==> config.mk <==
export PLATFORM = sky130hd
export DESIGN_NAME = jtframe_sdm_dac
export DESIGN_NICKNAME = d
export VERILOG_FILES = /design/src/rtl/jtframe_sdm_dac_pkg.sv /design/src/rtl/jtframe_sdm_ch.sv /design/src/rtl/jtframe_sdm_dac.sv
export SDC_FILE = /design/constraint.sdc
export NUM_CORES = 1
export LEC_CHECK = 0
export BUFFER_PORTS_ARGS = -buffer_cell sky130_fd_sc_hd__buf_2
export CAP_MARGIN = 10
export CORE_AREA = 2 2 87 89
export CTS_CLUSTER_DIAMETER = 100
export DETAILED_ROUTE_END_ITERATION = 7
export DIE_AREA = 0 0 89 91
export HOLD_SLACK_MARGIN = 0.08
export PLACE_DENSITY = 0.79
export SLEW_MARGIN = 20
export SYNTH_ARGS = -nofsm -noshare
export SYNTH_HDL_FRONTEND = slang
export SYNTH_SLANG_ARGS = --single-unit
==> constraint.sdc <==
create_clock -name clk -period 3.2 [get_ports clk]
set_clock_uncertainty 0.2 [all_clocks]
set_input_delay 0.8 -clock clk [delete_from_list [all_inputs] [get_ports clk]]
set_output_delay 0.8 -clock clk [all_outputs]
set_load 0.02 [all_outputs]
==> src/rtl/jtframe_sdm_dac_pkg.sv <==
// Shared helpers for the sigma-delta DAC: sample conversion, saturation and
// the mid-scale / feedback constants, all expressed as functions of W.
package jtframe_sdm_dac_pkg;

  // Internal arithmetic width; W <= 24 keeps W+4 signed headroom well inside.
  localparam int SDM_CALC_W = 32;

  // Mid-scale code, 2^(w-1)
  function automatic logic [SDM_CALC_W-1:0] sdm_mid(input int w);
    return 32'd1 << (w - 1);
  endfunction

  // Full-scale feedback step, 2^w
  function automatic logic [SDM_CALC_W-1:0] sdm_fb(input int w);
    return 32'd1 << w;
  endfunction

  // Two's complement -> offset binary when sgn is set; plain mask otherwise
  function automatic logic [SDM_CALC_W-1:0] sdm_offset_bin(
    input logic [SDM_CALC_W-1:0] s,
    input int                    w,
    input logic                  sgn
  );
    logic [SDM_CALC_W-1:0] mask;
    mask = sdm_fb(w) - 32'd1;
    return (s ^ (sgn ? sdm_mid(w) : 32'd0)) & mask;
  endfunction

  // Clamp v into the w-bit signed range [-2^(w-1), 2^(w-1)-1]
  function automatic logic signed [SDM_CALC_W-1:0] sdm_sat(
    input logic signed [SDM_CALC_W-1:0] v,
    input int                           w
  );
    logic signed [SDM_CALC_W-1:0] hi, lo;
    hi = $signed(sdm_mid(w)) - 32'sd1;
    lo = -$signed(sdm_mid(w));
    if (v > hi) return hi;
    if (v < lo) return lo;
    return v;
  endfunction

endpackage

==> src/rtl/jtframe_sdm_ch.sv <==
// Single-channel sigma-delta modulator, first or second order.
// xe is an unsigned sample in [0, 2^W-1]; dout is the registered PDM bit.
module jtframe_sdm_ch
  import jtframe_sdm_dac_pkg::*;
#(
  parameter int W     = 16,
  parameter int ORDER = 1
) (
  input  logic         clk,
  input  logic         rst,
  input  logic         cen,
  input  logic [W-1:0] xe,
  output logic         dout
);

  generate
    if (ORDER == 1) begin : g_o1
      logic [W-1:0] acc;
      logic [W:0]   sum;

      assign sum = {1'b0, acc} + {1'b0, xe};

      // Phase accumulator: the carry out is the output bit
      always_ff @(posedge clk or posedge rst) begin
        if (rst) begin
          acc  <= '0;
          dout <= 1'b0;
        end else if (cen) begin
          acc  <= sum[W-1:0];
          dout <= sum[W];
        end
      end
    end else begin : g_o2
      // Integrators carry one spare bit above the clamp range
      localparam int IW = W + 3;

      logic signed [IW-1:0]         i1, i2;
      logic signed [SDM_CALC_W-1:0] fb, i1_n, i2_n;

      // Next integrator values, clamped to +-2^(W+1) so a full-scale
      // input can never wrap the loop into the wrong polarity
      always_comb begin
        fb   = dout ? $signed(sdm_fb(W)) : 32'sd0;
        i1_n = sdm_sat(32'(i1) + $signed(32'(xe)) - fb, W + 2);
        i2_n = sdm_sat(32'(i2) + i1_n - fb, W + 2);
      end

      // Integrator and quantiser registers
      always_ff @(posedge clk or posedge rst) begin
        if (rst) begin
          i1   <= '0;
          i2   <= '0;
          dout <= 1'b0;
        end else if (cen) begin
          i1   <= IW'(i1_n);
          i2   <= IW'(i2_n);
          dout <= ~i2_n[SDM_CALC_W-1];
        end
      end
    end
  endgenerate

endmodule

==> src/rtl/jtframe_sdm_dac.sv <==
// Multi-channel sigma-delta audio DAC. Latches CH PCM samples on snd_stb,
// converts them to offset binary, applies mute and drives one PDM bit per
// channel. MONO fans channel 0 out to every pin.
module jtframe_sdm_dac
  import jtframe_sdm_dac_pkg::*;
#(
  parameter int CH         = 2,
  parameter int W          = 16,
  parameter int SIGNED_SND = 1,
  parameter int ORDER      = 1,
  parameter int MONO       = 0
) (
  input  logic          clk,
  input  logic          rst,
  input  logic          cen,
  input  logic [CH*W-1:0] snd,
  input  logic          snd_stb,
  input  logic          mute,
  output logic [CH-1:0] dac_out,
  output logic          busy
);

  localparam logic [W-1:0] MID = W'(sdm_mid(W));

  logic [CH-1:0][W-1:0] x_reg;
  logic [CH-1:0][W-1:0] xe;
  logic [CH-1:0]        mod_bit;

  // Sample latch, independent of cen; a latch coinciding with a cen step
  // only becomes visible to the modulators on the following cen
  always_ff @(posedge clk or posedge rst) begin
    if (rst) begin
      x_reg <= '0;
    end else if (snd_stb) begin
      for (int n = 0; n < CH; n++)
        x_reg[n] <= W'(sdm_offset_bin(32'(snd[n*W +: W]), W, SIGNED_SND != 0));
    end
  end

  // busy covers the gap between a latch and the first cen that uses it
  always_ff @(posedge clk or posedge rst) begin
    if (rst)          busy <= 1'b0;
    else if (snd_stb) busy <= 1'b1;
    else if (cen)     busy <= 1'b0;
  end

  generate
    for (genvar n = 0; n < CH; n++) begin : g_ch
      // In mono builds only channel 0 runs; the rest sit in reset
      localparam bit HOLD = (MONO != 0) && (n != 0);

      // Mute swaps in mid-scale without touching integrator state
      assign xe[n] = mute ? MID : x_reg[n];

      jtframe_sdm_ch #(
        .W     (W),
        .ORDER (ORDER)
      ) u_ch (
        .clk  (clk),
        .rst  (rst | HOLD),
        .cen  (cen),
        .xe   (xe[n]),
        .dout (mod_bit[n])
      );

      assign dac_out[n] = (MONO != 0) ? mod_bit[0] : mod_bit[n];
    end
  endgenerate

endmodule

# Word level (Yosys, flattened, before mapping)
# Index checks and enable logic that the tools add are counted.
totals:
  ff_bits: 67
  in_bits: 37
  wordCells: 16
classes:
  addsub: 2
  n_mux: 4
  bitwise: 2
  reduce_logical: 1
op_table:
  columns: ["operator", "count"]
  rows:
  - ["$add A16 B16 Y17", 2]
  - ["$mux W16", 2]
  - ["$mux W1", 2]
  - ["$not A1 Y1", 2]
  - ["$reduce_bool A2 Y1", 1]

# Logic depth before layout (Yosys ltp)
# Gate-level depths: netlist of run 1.
logic_depth:
  ltp_word: 2
  ltp_mapped: 10
  ltp_nobuf: 9

# Cells and area by module
# From an unflattened synthesis of run 1, not the netlist that was laid out.
unflattened:
  hier_cells: 435
  hier_area_um2: 4539.4
modules_own_cells:
  columns: ["mod", "instances", "cells_each", "area_each_um2", "seq_area_each_um2"]
  rows:
  - ["jtframe_sdm_ch", 2, 163, 1466.4, 425.4]
  - ["jtframe_sdm_dac", 1, 109, 1606.5, 825.8]

# Worst setup path after synthesis of run 1
# No wires, ideal clock.
synth_timing:
  path_type: "input port to flip-flop"
  startpoint: "in mute"
  endpoint: "reg g_ch[0].u_ch.g_o1.acc[12]"
  setup_time_ns: 0.125
  t_arrival_ns: 2.884
  required_ns: 2.875
  slack_ns: -0.008
  stages: 10
  path_buffers: 1
  path_cell_list: "clkbuf_1 > nor2b_1 > ha_1 > fa_1 > a211o_1 > and2_1 > o22ai_4 > o21ai_1 > xor2_1 > mux2_2"
synth_between:
  elab_chain_len: 2
synth_lines:
  columns: ["item", "line_no", "rtl"]
  rows:
  - ["start: declaration", "jtframe_sdm_dac.sv:18", "input logic mute,"]
  - ["$mux W16", "jtframe_sdm_dac.sv:53", "assign xe[n] = mute ? MID : x_reg[n];"]
  - ["$add A16 B16 Y17", "jtframe_sdm_ch.sv:21", "assign sum = {1'b0, acc} + {1'b0, xe};"]
  - ["end signal: assignment", "jtframe_sdm_ch.sv:29", "acc <= sum[W-1:0];"]
  - ["end: declaration", "jtframe_sdm_ch.sv:18", "logic [W-1:0] acc;"]
# Every way passes these cells.
# A chain may end at the register's enable or synchronous reset.

# Final worst setup path of run 1
layout_timing:
  startpoint: "in mute"
  endpoint: "reg g_ch[0].u_ch.g_o1.acc[13]"
# The elaborated chain is that of the path after synthesis.

==> results of run 1 <==
-- final cells by class --
cell class              instances  area [um^2]
multi-input cells             301         2370
fillers                       601         2360
flip-flops and latches         67         1680
repair buffers                 62          380
clock buffers                  13          159
well taps                      99          124
clock inverters                 2         35.0
inverters                       7         26.3
-- where the power goes --
group / switching, mW / leakage [nW] / internal [mW]
clock: 0.310 / 0.0995 / 0.398
sequential: 0.159 / 0.778 / 1.11
combinational: 0.977 / 1.32 / 0.954
total: 1.45 / 2.19 / 2.46
-- critical path, cell delays in order --
cell      delay, ps
buf_2           130
buf_4           160
nor2b_1         190
ha_1            280
a211oi_1        280
nor2_1          140
o21ai_2         280
o21ai_1         190
xor2_1          180
mux2_2          270
-- layer usage --
metal	track usage [%]	routed length [um]	vias to the layer above
met5	0	0	-
li1	-	-	1544
met1	27.0	3450	1553
met4	10.9	235	0
met2	39.0	4360	79
met3	3.73	266	20
-- cells in the final DEF (no fill, tap or decap), types with 10 or more instances in the layout --
master	instances
a21o_1	12
clkbuf_8	11
buf_4	22
nor2_1	23
ha_1	32
xor2_1	10
nand2_1	13
o21ai_1	13
o21ai_0	10
dfrtp_1	67
buf_2	39
xnor2_1	10
nor2b_1	30
mux2_2	47
a21oi_1	27
-- metrics by stage --
stage          cells  cell area, um^2  setup TNS, ps  hold WS [ps]
2_1_floorplan    390             4140              0           260
3_3_place_gp     536             4580              0           269
3_5_place_dp     536             4580          -11.0           279
4_1_cts          551             4770              0           303
5_1_grt          551             4770              0           324
6_report         551             4770              0           296
-- synth_stat cells (all sizes together) (3+ instances only) --
| master | number | area, um^2 |
|---|---|---|
| o21a | 3 | 22.5 |
| ha | 32 | 400 |
| clkbuf | 11 | 41.3 |
| xor2 | 10 | 87.6 |
| a21o | 12 | 90.1 |
| mux2 | 48 | 544 |
| nor2b | 30 | 188 |
| dfrtp | 67 | 1680 |
| nand4 | 3 | 18.8 |
| nor2 | 23 | 86.3 |
| a21oi | 27 | 135 |
| nand2 | 13 | 48.8 |
| buf | 4 | 22.5 |
| or2 | 4 | 25.0 |
| o311ai | 3 | 26.3 |
| o21bai | 3 | 22.5 |
| nand3 | 5 | 25.0 |
| a31oi | 4 | 25.0 |
| o21ai | 26 | 141 |
| xnor2 | 10 | 87.6 |
| inv | 7 | 26.3 |
| a211oi | 7 | 57.6 |
| nor3 | 6 | 30.0 |
-- cell families (layout without fill, tap and decap cells) --
kind of cell | Yosys count | in the layout | synth area share [%]
fa+ha+maj | 34 | 34 | 10.6
compound gates | 104 | 104 | 17.1
buf+inv | 22 | 84 | 2.18
xor+xnor | 20 | 20 | 4.23
simple gates | 94 | 94 | 12.0
flops | 67 | 67 | 40.5
mux | 49 | 49 | 13.4
-- path summary, 6_finish.rpt --
path                                 startpoint                                     to  cells after the start
max reg2reg                x_reg[0]$_DFFE_PP0P_  g_ch[0].u_ch.g_o1.acc[12]$_DFFE_PP0P_                      9
max                                        mute  g_ch[0].u_ch.g_o1.acc[13]$_DFFE_PP0P_                     10
max in group asynchronous                   rst                   x_reg[1]$_DFFE_PP0P_                      3
min reg2reg                    busy$_DFFE_PP0P_                       busy$_DFFE_PP0P_                      1
min in group clk               busy$_DFFE_PP0P_                       busy$_DFFE_PP0P_                      1
min                                         rst                  x_reg[15]$_DFFE_PP0P_                      2
==> impl_metrics.csv, run 1 <==
group,metric,value,unit
pwr,ir_worst_vdd,0.000420,V
sta,fin_ws,318,ps
clock_tree,clock_latency,340,ps
placed_design,pre_cts_ws,-11.0,ps
sta,max_freq,347,MHz
synthesis,synth-edff-count,0,
global_routing,grt_pass1_wl,14600,um
finish,drive_gt1_share,29.6,%
finish,insertedDiodeCount,0,
global_routing,antenna_found_initial,0,
critical_path,arrival,2910,ps
finish,postLayoutCoreUtil,66.9,%
status,status,"complete, no violations",
sta,rsz0062_at_grt,"no",
sta,setup_viol,0,
synthesis,ys.flop_type,"dfrtp_1",
synthesis,avgSynthCellArea,10.6,um^2
placed_design,dpl.hpwl,6090,um
hold_path,holdCritPathClass,"primary input to async pin",
placed_design,place_congestion,0.879,
run,maxCapViolations,0,
die,start_util,58.0,%
clock_tree,cts_hold_buf,0,
clock_tree,path_clk_slew,70,ps
detailed_routing,via_per_inst,5.80,
synthesis,ys_ff_latch,67,
global_routing,first_global_vias,3309,
sta,hold_viol_final,0,
die,dieWidth,89,um
clock_tree,cts_buffers,9,
clock_tree,clock_sinks,67,
global_routing,gr-total-overflow,0,
critical_path,critPathMaxFanout,6,
detailed_routing,vias,3196,
critical_path,end_kind,"register",
critical_path,worstPathRequired,3230,ps
pwr,power.density,819,mW/mm^2
detailed_routing,ant_nets,0,
synthesis,syn_area,0.00414,mm^2
clock_tree,cts_tree,"done",
sta,period_minus_slack,2880,ps
clock_tree,htree_levels,3,
clock_tree,cts_root_buf,"clkbuf_8",
sta,final_max_slew_viol_count,0,
placed_design,port_buffers,39,
die,rows,31,
critical_path,critPathLaunchType,"primary input",
sta,slew_headroom,48.8,%
synthesis,yosysWarningCount,0,
finish,synthToLayoutAreaGrowth,15.3,%
synthesis,synthArstFlopShare,100,%
synthesis,seq_area_frac_synth,40.5,%
synthesis,syn-num-nets,461,
critical_path,regToRegSetupSlack,540,ps
detailed_routing,first_iter_violations,169,
pwr,power_leakage,2.19,nW
detailed_routing,routed_wl,8320,um
die,die-area,0.00810,mm^2
detailed_routing,drc,0,
die,die_h,91,um
global_routing,grtUsageTotal,22.7,%
synthesis,yosysUniqueCellTypes,54,
pwr,power,3.91,mW
die,core,0.00714,mm^2
synthesis,synthCells,390,
die,ios,40,
detailed_routing,dr.pass1.iters,4,
clock_tree,ctsResizeCount,0,
sta,fin_crit_sh,90.1,%
sta,max_slew.worst_pin.slew,768,ps
critical_path,path_class,"primary input to register",
clock_tree,post-cts-setup-buffers,0,
detailed_routing,wl_per_cell,15.1,um
finish,layout.nets,519,
global_routing,grt_max_degree,44,
clock_tree,cts_buffer_depth,2,
(Power assumes the default switching activity.)
==> run 2: changes to the inputs <==
--- a/config.mk
+++ b/config.mk
@@ -13,6 +13,8 @@
 export DIE_AREA = 0 0 89 91
 export HOLD_SLACK_MARGIN = 0.08
 export PLACE_DENSITY = 0.79
+export RECOVER_POWER = 25
+export SETUP_SLACK_MARGIN = 0.1
 export SLEW_MARGIN = 20
 export SYNTH_ARGS = -nofsm -noshare
 export SYNTH_HDL_FRONTEND = slang
==> impl_metrics.csv, run 2 (synthesis results as in run 1) <==
group,metric,value,unit
detailed_routing,routed_wl,8300,um
placed_design,dpl.hpwl,6090,um
die,dieWidth,89,um
critical_path,crit_buf_inv,2,
critical_path,crit_chain,"buf_2 -> buf_4 -> nor2b_1 -> ha_1 -> a211oi_1 -> nor2_1 -> o21ai_2 -> o21ai_1 -> xor2_1 -> mux2_2",
sta,max_slew.worst_pin.slew,1050,ps
critical_path,critPathLaunchType,"primary input",
critical_path,end_kind,"register",
sta,slew_headroom,30.3,%
placed_design,place_area,0.00458,mm^2
clock_tree,path_clk_slew,70,ps
die,start_util,58.0,%
clock_tree,cts_buffers,9,
placed_design,port_buffers,39,
critical_path,path_delay_family,"compound AO/OA/AOI/OAI gates",
die,die_h,91,um
die,ios,40,
die,die-area,0.00810,mm^2
pwr,power_leakage,2.19,nW
placed_design,pre_cts_ws,-11.0,ps
status,status,"complete, no violations",
hold_path,min_from,"busy$_DFFE_PP0P_",
hold_path,holdCritPathClass,"register to register",
sta,rsz0062_at_grt,"no",
sta,setup_viol,0,
critical_path,reg2regPathDepth,9,
global_routing,grt_pass1_wl,14600,um
critical_path,path_depth,10,
critical_path,critPathSlowestCell,"ha_1",
pwr,power.density,820,mW/mm^2
detailed_routing,ant_nets,0,
clock_tree,clock_sinks,67,
pwr,power_switching,1.45,mW
clock_tree,cts_tree,"done",
global_routing,gr-total-overflow,0,
run,maxCapViolations,0,
pwr,ir_worst_vdd,0.000420,V
global_routing,first_global_vias,3309,
global_routing,grt_max_degree,44,
clock_tree,post-cts-setup-buffers,0,
sta,fin_ws,326,ps
sta,fin_crit_sh,89.8,%
pwr,p_clk_share,18.2,%
detailed_routing,wl_per_cell,15.1,um
finish,postLayoutCoreUtil,66.7,%
critical_path,r2r_end,"g_ch[0].u_ch.g_o1.acc[12]$_DFFE_PP0P_",
pwr,seqPwrFrac,32.5,%
clock_tree,cts_hold_buf,0,
pwr,power,3.90,mW
sta,hold_viol_final,0,
global_routing,grt_use_met2,39.0,%
clock_tree,htree_levels,3,
sta,setup_tns,0,ps
placed_design,place_congestion,0.879,
global_routing,grt_busiest_layer,"met2",
clock_tree,cts_buffer_depth,2,
finish,mostFrequentLayoutCells,"dfrtp_1, mux2_2, buf_2",
sta,final_max_slew_viol_count,0,
detailed_routing,vias,3182,
pwr,p_sw_share,37.0,%
pwr,power_frac_comb,49.3,%
global_routing,use_met1,27.0,%
die,rows,31,
detailed_routing,drc,0,
sta,max_freq,348,MHz
critical_path,slowest_delay,280,ps
finish,design_area,0.00476,mm^2
finish,layout.nets,519,
clock_tree,cts_root_buf,"clkbuf_8",
finish,insertedDiodeCount,0,
global_routing,grtUsageMet3,3.73,%
die,core,0.00714,mm^2
finish,n_fill_cell,603,
finish,drive_gt1_share,29.4,%
hold_path,hold_depth,1,
sta,period_minus_slack,2870,ps
critical_path,arrival,2910,ps
critical_path,worstPathRequired,3230,ps
hold_path,min_to,"busy$_DFFE_PP0P_",
critical_path,r2r-start,"x_reg[0]$_DFFE_PP0P_",
critical_path,regToRegSetupSlack,530,ps
detailed_routing,via_per_inst,5.77,
clock_tree,clock_latency,340,ps
critical_path,path_class,"primary input to register",
clock_tree,ctsResizeCount,0,
critical_path,critPathMaxFanout,6,
finish,synthToLayoutAreaGrowth,15.0,%
detailed_routing,first_iter_violations,160,
global_routing,grtUsageTotal,22.7,%
detailed_routing,dr.pass1.iters,4,
finish,final_common_cell,"dfrtp_1",
pwr,cellInternalPower,2.46,mW
global_routing,antenna_found_initial,0,
-- run 2: cell count changes in the layout (fill, tap and decap cells not counted) --
cell / delta
buf_12: -1
inv_2: -1
clkbuf_2: +1
inv_1: +1
-- run 2: per-stage QoR --
stage               hold slack (ps)  instances
floorplan                       260        390
global placement                269        536
detailed placement              279        536
CTS                             303        551
global route                    324        551
finish                          296        551
-- run 2: area by class of cell --
cell class	count	area, um^2	area share, %
clock buffer	13	159	3.34
multi-input combinational	301	2370	49.9
sequential	67	1680	35.2
tap	99	124	2.60
timing repair buffer	62	365	7.68
clock inverter	2	35.0	0.736
inverter	7	26.3	0.552
-- run 2: routing by layer --
layer | up-vias | part of all wire (%)
li1 | 1545 | -
met1 | 1546 | 42
met2 | 72 | 52
met3 | 19 | 3.0
met4 | 0 | 2.9
met5 | - | 0
-- run 2: worst max-delay path by stage --
stage                     startpoint                                     to
after global routing            mute  g_ch[0].u_ch.g_o1.acc[13]$_DFFE_PP0P_
after CTS                       mute  g_ch[0].u_ch.g_o1.acc[13]$_DFFE_PP0P_
after detailed placement        mute  g_ch[0].u_ch.g_o1.acc[13]$_DFFE_PP0P_
after global placement          mute  g_ch[0].u_ch.g_o1.acc[13]$_DFFE_PP0P_
final                           mute  g_ch[0].u_ch.g_o1.acc[13]$_DFFE_PP0P_
after floorplan                 mute  g_ch[0].u_ch.g_o1.acc[12]$_DFFE_PP0P_
-- run 2: power groups by stage --
stage | combinational [mW] | sequential, mW | clock (mW)
CTS | 1.93 | 1.27 | 0.720
finish | 1.93 | 1.27 | 0.709
global route | 2.16 | 1.30 | 0.757
global placement | 1.83 | 1.27 | 0
detailed placement | 1.90 | 1.28 | 0
floorplan | 1.49 | 1.23 | 0
-- run 2: worst reg2reg max path, delay by kind of cell (launching register included) --
| kind | cells | cell delay (ps) |
|---|---|---|
| mux | 1 | 260 |
| fa+ha+maj | 2 | 610 |
| simple gates | 2 | 320 |
| compound gates | 3 | 620 |
| xor+xnor | 1 | 150 |
| flops | 1 | 400 |
==> run 3: changes to the inputs <==
--- a/config.mk
+++ b/config.mk
@@ -8,6 +8,7 @@
 export BUFFER_PORTS_ARGS = -buffer_cell sky130_fd_sc_hd__buf_2
 export CAP_MARGIN = 10
 export CORE_AREA = 2 2 87 89
+export CTS_BUF_LIST = sky130_fd_sc_hd__clkbuf_4 sky130_fd_sc_hd__clkbuf_8 sky130_fd_sc_hd__clkbuf_16
 export CTS_CLUSTER_DIAMETER = 100
 export DETAILED_ROUTE_END_ITERATION = 7
 export DIE_AREA = 0 0 89 91
==> impl_metrics.csv, run 3 (synthesis results as in run 1) <==
group,metric,value,unit
clock_tree,post-cts-setup-buffers,0,
detailed_routing,dr_wl_met3,306,um
critical_path,path_delay_family,"compound AO/OA/AOI/OAI gates",
clock_tree,cts_root_buf,"clkbuf_8",
detailed_routing,wl_met1,3430,um
die,die_h,91,um
clock_tree,clock_latency,340,ps
detailed_routing,first_iter_violations,160,
detailed_routing,dr.pass1.iters,4,
finish,insertedDiodeCount,0,
critical_path,critPathLaunchType,"primary input",
placed_design,place_area,0.00458,mm^2
critical_path,slowest_delay,280,ps
detailed_routing,ant_nets,0,
finish,postLayoutCoreUtil,66.8,%
clock_tree,cts_hold_buf,0,
finish,layout.nets,519,
global_routing,gr-total-overflow,0,
pwr,power,3.92,mW
detailed_routing,via_per_inst,5.76,
sta,hold_viol_final,0,
placed_design,dpl.hpwl,6090,um
clock_tree,cts_buffers,9,
critical_path,end_kind,"register",
finish,design_area,0.00477,mm^2
detailed_routing,dr_wl_met2,4410,um
critical_path,crit_buf_inv,2,
clock_tree,htree_levels,3,
run,maxCapViolations,0,
global_routing,grtUsageTotal,22.9,%
die,start_util,58.0,%
pwr,ir_worst_vdd,0.000420,V
sta,rsz0062_at_grt,"no",
die,core,0.00714,mm^2
global_routing,first_global_vias,3296,
sta,fin_crit_sh,89.3,%
clock_tree,cts_buffer_depth,2,
critical_path,critPathSlowestCell,"ha_1",
clock_tree,cts_tree,"done",
sta,final_max_slew_viol_count,0,
finish,n_fill_cell,610,
die,rows,31,
sta,max_slew.worst_pin.slew,1050,ps
critical_path,worstPathRequired,3230,ps
critical_path,arrival,2890,ps
global_routing,grt_max_degree,44,
status,status,"complete, no violations",
sta,slew_headroom,30.2,%
clock_tree,path_clk_slew,70,ps
sta,setup_viol,0,
sta,max_freq,350,MHz
clock_tree,clock_sinks,67,
detailed_routing,wl_per_cell,15.2,um
detailed_routing,drc,0,
sta,period_minus_slack,2860,ps
critical_path,path_class,"primary input to register",
critical_path,crit_chain,"buf_2 -> buf_4 -> nor2b_1 -> ha_1 -> a211oi_1 -> nor2_1 -> o21ai_2 -> o21ai_1 -> xor2_1 -> mux2_2",
pwr,power.density,823,mW/mm^2
critical_path,critPathMaxFanout,6,
finish,drive_gt1_share,29.9,%
global_routing,grt_pass1_wl,14600,um
pwr,power_leakage,2.20,nW
detailed_routing,routed_wl,8390,um
die,die-area,0.00810,mm^2
global_routing,antenna_found_initial,0,
clock_tree,ctsResizeCount,0,
die,dieWidth,89,um
finish,final_common_cell,"dfrtp_1",
finish,synthToLayoutAreaGrowth,15.1,%
detailed_routing,vias,3175,
die,ios,40,
placed_design,numPlacedInstances,536,
finish,mostFrequentLayoutCells,"dfrtp_1, mux2_2, buf_2",
placed_design,place_congestion,0.879,
finish,stdcell_count,551,
detailed_routing,top_layer_used,"met4",
hold_path,holdCritPathClass,"register to register",
placed_design,port_buffers,39,
==> run 3: path summary, 6_finish.rpt <==
check,from,end,slack [ps],cells after the start
worst max-delay path,mute,g_ch[0].u_ch.g_o1.acc[13]$_DFFE_PP0P_,340,10
worst min-delay path,busy$_DFFE_PP0P_,busy$_DFFE_PP0P_,300,1
worst max register to register,x_reg[0]$_DFFE_PP0P_,g_ch[0].u_ch.g_o1.acc[12]$_DFFE_PP0P_,540,9
worst min register to register,busy$_DFFE_PP0P_,busy$_DFFE_PP0P_,300,1
max in group asynchronous,rst,x_reg[5]$_DFFE_PP0P_,800,3
min in group asynchronous,rst,x_reg[15]$_DFFE_PP0P_,450,2
==> run 3: layer usage <==
layer / global-route usage [%] / vias to the layer above
li1: - / 1547
met1: 26.9 / 1539
met2: 39.4 / 69
met3: 3.82 / 20
met4: 11.3 / 0
met5: 0 / -
==> run 3: area by class of cell <==
type	count	area (um^2)	area share, %
clock inverters	2	35.0	0.735
flip-flops and latches	67	1680	35.2
multi-input cells	301	2370	49.8
repair buffers	62	365	7.67
clock buffers	13	166	3.49
inverters	7	26.3	0.551
well taps	99	124	2.60
==> run 3: where the power goes <==
part           leakage [nW]  total, mW  internal (mW)  switching [mW]
Sequential            0.778       1.27           1.11           0.158
Combinational          1.31       1.93          0.952           0.980
Clock                 0.106      0.725          0.415           0.310
Total                  2.20       3.92           2.48            1.45
==> run 3: stage by stage <==
stage          hold WS (ps)  setup slack, ps  setup TNS [ps]
3_3_place_gp            269             80.9               0
3_5_place_dp            279            -11.0           -11.0
6_report                296              342               0
5_1_grt                 324              148               0
4_1_cts                 303              337               0
2_1_floorplan           260              103               0
